$ cat config.mk
export PLATFORM = sky130hd
export DESIGN_NAME = frame_scheduler
export DESIGN_NICKNAME = d
export VERILOG_FILES = /design/src/rtl/frame_scheduler.sv
export SDC_FILE = /design/constraint.sdc
export NUM_CORES = 1
export LEC_CHECK = 0
export CAP_MARGIN = 20
export CORE_MARGIN = 1
export CORE_UTILIZATION = 54
export CTS_BUF_LIST = sky130_fd_sc_hd__clkbuf_4 sky130_fd_sc_hd__clkbuf_8 sky130_fd_sc_hd__clkbuf_16
export DETAILED_ROUTE_END_ITERATION = 10
export PLACE_DENSITY = 0.8
export SYNTH_ARGS = -nofsm -noshare
export SYNTH_HDL_FRONTEND = slang
export SYNTH_SLANG_ARGS = --single-unit
$ cat constraint.sdc
create_clock -name i_clk -period 2.18 [get_ports i_clk]
set_input_delay 0.436 -clock i_clk [delete_from_list [all_inputs] [get_ports i_clk]]
set_output_delay 0.436 -clock i_clk [all_outputs]
set_load 0.005 [all_outputs]
$ cat src/rtl/frame_scheduler.sv
// Sliding-window frame scheduler for the recognition Core: buffers WIN timesteps, issues a frame every STRIDE samples.
// Define FRAME_SCHED_DROP_CNT_EN to implement the saturating dropped-sample counter on o_drop_count.
module frame_scheduler #(
    parameter int N_CH    = 8,
    parameter int WIN     = 5,
    parameter int STRIDE  = 2,
    parameter int TIMEOUT = 1024
) (
    input  logic                  i_clk,
    input  logic                  i_rst_n,
    input  logic                  i_valid,
    input  logic [N_CH*16-1:0]    i_sample,
    output logic                  o_start,
    output logic signed [15:0]    o_data [N_CH*WIN],
    input  logic                  i_core_next,
    input  logic                  i_core_finished,
    output logic                  o_busy,
    output logic                  o_word_done,
    output logic                  o_timeout,
    output logic [15:0]           o_drop_count
);

    localparam int NW = N_CH * WIN;
    localparam int FW = $clog2(WIN + 1);
    localparam int WW = $clog2(TIMEOUT);
    localparam logic [FW-1:0] FILL_MAX = FW'(WIN);
    localparam logic [FW-1:0] STRIDE_V = FW'(STRIDE);
    localparam logic [WW-1:0] WDOG_MAX = WW'(TIMEOUT - 1);

    typedef enum logic [1:0] {S_FILL, S_WAIT, S_FLUSH} state_t;

    state_t             state;
    logic signed [15:0] window [NW];
    logic [FW-1:0]      fill;
    logic [FW-1:0]      pending;
    logic [WW-1:0]      wdog;
    logic [FW-1:0]      fill_inc;
    logic [FW-1:0]      pending_inc;
    logic [FW-1:0]      restart_cnt;

    assign fill_inc    = (fill == FILL_MAX) ? fill : fill + FW'(1);
    assign pending_inc = (pending == FILL_MAX) ? pending : pending + FW'(1);
    assign restart_cnt = {{(FW-1){1'b0}}, i_valid};

    // Newest timestep lands in the top N_CH words; the oldest falls off the bottom.
    always_ff @(posedge i_clk or negedge i_rst_n) begin
        if (!i_rst_n) begin
            for (int i = 0; i < NW; i++) window[i] <= '0;
        end else if (i_valid) begin
            for (int i = 0; i < NW - N_CH; i++) window[i] <= window[i + N_CH];
            for (int c = 0; c < N_CH; c++) window[NW - N_CH + c] <= i_sample[16*c +: 16];
        end
    end

    always_ff @(posedge i_clk or negedge i_rst_n) begin
        if (!i_rst_n) begin
            state       <= S_FILL;
            fill        <= '0;
            pending     <= '0;
            wdog        <= '0;
            o_start     <= 1'b0;
            o_busy      <= 1'b0;
            o_word_done <= 1'b0;
            o_timeout   <= 1'b0;
            for (int i = 0; i < NW; i++) o_data[i] <= '0;
        end else begin
            o_start     <= 1'b0;
            o_timeout   <= 1'b0;
            o_word_done <= i_core_finished;
            if (i_valid) begin
                fill    <= fill_inc;
                pending <= pending_inc;
            end
            case (state)
                S_FILL: begin
                    if (fill == FILL_MAX && pending >= STRIDE_V) begin
                        o_data  <= window;
                        o_start <= 1'b1;
                        o_busy  <= 1'b1;
                        wdog    <= '0;
                        pending <= restart_cnt;
                        state   <= S_WAIT;
                    end
                end
                S_WAIT: begin
                    wdog <= wdog + WW'(1);
                    // A Core handshake always wins over a watchdog expiry in the same cycle.
                    if (i_core_finished) begin
                        o_busy <= 1'b0;
                        state  <= S_FLUSH;
                    end else if (i_core_next) begin
                        o_busy <= 1'b0;
                        state  <= S_FILL;
                    end else if (wdog == WDOG_MAX) begin
                        o_busy    <= 1'b0;
                        o_timeout <= 1'b1;
                        state     <= S_FILL;
                    end
                end
                S_FLUSH: begin
                    fill    <= restart_cnt;
                    pending <= restart_cnt;
                    state   <= S_FILL;
                end
                default: state <= S_FILL;
            endcase
        end
    end

`ifdef FRAME_SCHED_DROP_CNT_EN
    logic [15:0] drop_count;

    always_ff @(posedge i_clk or negedge i_rst_n) begin
        if (!i_rst_n) begin
            drop_count <= '0;
        end else if (state == S_WAIT && i_valid && pending == FILL_MAX
                     && drop_count != 16'hFFFF) begin
            drop_count <= drop_count + 16'd1;
        end
    end

    assign o_drop_count = drop_count;
`else
    assign o_drop_count = 16'h0000;
`endif

endmodule
==> impl_metrics.ini <==
[power]
internal-power_mw = 69.6
total_power_mw = 96.1
cellLeakagePower_nw = 30.3
switchingPower_mw = 26.5
power.density_nw_per_um2 = 1470
comb_power_share_pct = 34.7
ir_worst_vdd_mv = 1.10
seqPwrFrac_pct = 40.9
share_clk_of_total_power_pct = 24.4
p_sw_share_pct = 27.6

[setup_path]
endpoint_kind = output port
crit_fanout = 2
crit_family = buffers and inverters
max_stage_delay_ps = 550
r2r_cells = 7
worst-endpoint-required_ps = 1740
worst_r2r_endpoint = o_data[69]
crit_slowest_cell = clkdlybuf4s50_1
worstSetupPathType = register to output port
path_buf_inv = 1
arrival_ps = 1710
crit_path_start_kind = register
reg2reg_from = fill[1]
crit_chain = clkdlybuf4s50_1
ff2ff_setup_slack_ps = 80

[detailed_routing]
vias = 27230
drc = 0
ant_nets = 0
routed_via_density = 5.37
routedWlPerCell_um = 23.8
routed_wl_um = 121000
drt_pass1_iterations = 5
drt_iter0_markers = 1488

[sta]
period_minus_slack_ps = 2140
slew_headroom_pct = 58.8
setup_ws_ps = 38.7
setup_viol_count_final = 0
worst_slew_pin_slew_ps = 617
max_freq_ghz = 0.467
skew_ps = 24.4
period_share_pct = 98.2
final_max_slew_viol_count = 0
hold_viol = 0

[grt]
grt_use_total_pct = 25.0
grt_pass1_wl_um = 186000
grt_overflow = 0
grt_max_degree = 99
grt_pass1_vias = 29185
antenna_found_initial = 11

[yosys]
yosys.cell_types.count = 46
synth_top_family_by_area = multiplexers
yosys_warnings = 0
syn_inst = 2835
synth-adder-area-share_pct = 0.146
yosys.area.top_type = dfrtp_1
synth_top_area_share_pct = 63.3
post_synth_xor_area_fraction_pct = 0
synth-simple-area-share_pct = 0.494
synth_compound_area_share_pct = 0.443
ys_seq_elements = 1302
synth_edf_count = 0
ys_seq_area_share_pct = 63.3
synthArstFlopShare_pct = 100
synthTopCellsByArea = dfrtp_1 (63%), mux2_4 (17%), mux2_2 (16%)
yosys_most_used_dff = dfrtp_1
syn-cell-area_um2 = 51500
synthMuxAreaShare_pct = 32.3
syn-mean-instance-area_um2 = 18.1

[place]
port_buffers = 776
dp_slack_ps = -9.16
dpl.hpwl_um = 83500
placed_cells = 4822
place_congestion = 0.826

[layout]
drive_above_1_share_pct = 43.0
final_cell_mix = dfrtp_1 (1,298), clkdlybuf4s50_1 (743), mux2_2 (711), mux2_4 (570), clkbuf_16 (143)
final_common_cell = dfrtp_1
multi_input_area_um2 = 17200
nets = 3849
fin_util_pct = 69.8
syn_to_final_growth_pct = 27.3
seq_area_um2 = 32600
fin_cells = 5070
fillers = 5926

[floorplan]
core_area_um2 = 93900
die_h_um = 311
io_pins = 793
dieWidth_um = 311
rows = 112
dieArea_um2 = 96500
start_util_pct = 54.8

[status]
status = finished clean

[cts]
cts_tree = built
clkTransAtPathRegs_ps = 60
clock-sinks = 1302
cts.htree.levels = 4
numCtsBuffers = 133
clk-insertion-delay-late_ps = 730
clockBufferDepth = 3
root_buffer = clkbuf_16

[job]
drv_cap = 0

[min_path]
worstHoldPathType = primary input to asynchronous set/reset pin
-- how the worst max path moves through the flow --
stage | from | endpoint | slack [ps] | cells past startpoint
floorplan | fill[1] | o_data[589] | 240 | 9
global placement | pending[0] | o_data[64] | 10 | 7
detailed placement | fill[0] | o_data[65] | -9 | 6
CTS | o_data[562] | o_data[562] | 2 | 1
global route | o_data[346] | o_data[346] | -6 | 1
finish | o_data[311] | o_data[311] | 40 | 1
-- registers in the layout, indices dropped and copies added (netlist names) --
name and cells:
pending 3, wdog 10, state 2, fill 3, o_data 640, o_start 1, o_timeout 1, window 640
o_word_done 1, o_busy 1
-- per-layer routing --
| layer | up-vias | track usage (%) | part of all wire (%) |
|---|---|---|---|
| met2 | 739 | 40.9 | 50 |
| met5 | - | 0 | 0.031 |
| met1 | 14491 | 32.4 | 41 |
| li1 | 11795 | - | - |
| met3 | 199 | 6.07 | 5.6 |
| met4 | 6 | 9.48 | 3.3 |
-- power groups by stage --
stage	sequential [mW]	combinational, mW	clock [mW]
6_report	39.3	33.3	23.5
5_1_grt	40.2	35.0	24.8
4_1_cts	39.2	33.5	23.9
3_5_place_dp	39.3	33.4	0
3_3_place_gp	39.1	32.5	0
2_1_floorplan	37.7	17.1	0
-- metrics by stage --
step	setup TNS (ps)	cell area (um^2)	hold WS, ps
global route	-6.27	65500	172
floorplan	0	51500	140
global placement	0	60700	302
finish	0	65500	201
CTS	0	65400	141
detailed placement	-48.5	60700	301
-- Yosys cell counts (2+ instances only) --
library cell and number:
clkbuf_1 53, a21oi_1 4, mux2_4 570, ha_1 6, dfrtp_1 1302, buf_2 29, nor2b_1 3, a21o_1 2
and4b_1 2, o21ai_0 6, nor3_1 4, mux2i_1 3, buf_8 9, inv_1 9, a311oi_1 3, o31ai_1 2
or4_1 3, mux2_2 711, buf_4 16, buf_12 51, o211ai_1 7, a21boi_0 2, nand3_1 4, and2_1 2
nand2_1 7, buf_6 5
-- area by class of cell --
cell class	instances	share of cell area, %
clock inverters	38	0.728
diodes	6	0.0229
inverters	10	0.0611
flip-flops and latches	1302	49.7
clock buffers	197	6.28
well taps	1254	2.40
repair buffers	888	14.5
multi-input cells	1375	26.3
-- logic make-up (layout without fill, tap and decap cells) --
| kind of cell | count (synthesis) | in the layout |
|---|---|---|
| buf+inv | 173 | 1133 |
| simple gates | 37 | 37 |
| mux | 1284 | 1284 |
| compound gates | 32 | 32 |
| other cells | 1 | 22 |
| fa+ha+maj | 6 | 6 |
| flops | 1302 | 1302 |
-- timing repair --
| item | in CTS | in global routing |
|---|---|---|
| buffers inserted | 2 | 1 |
| hold buffers | 1 | 0 |
| endpoints found under the setup margin | 87 | 173 |
| gates resized for setup | 30 | 13 |
| gates cloned | 0 | 3 |
| hold endpoints to repair | 516 | 0 |
-- worst register-to-register path, delay by kind of cell, from the launching register on --
family,cells,cell delay (ps)
adders and majority gates,1,200
DFF,1,390
buffers and inverters,3,550
muxes,1,390
and+or+nand+nor,2,460
No activity file was read; power rests on OpenSTA's default activity.
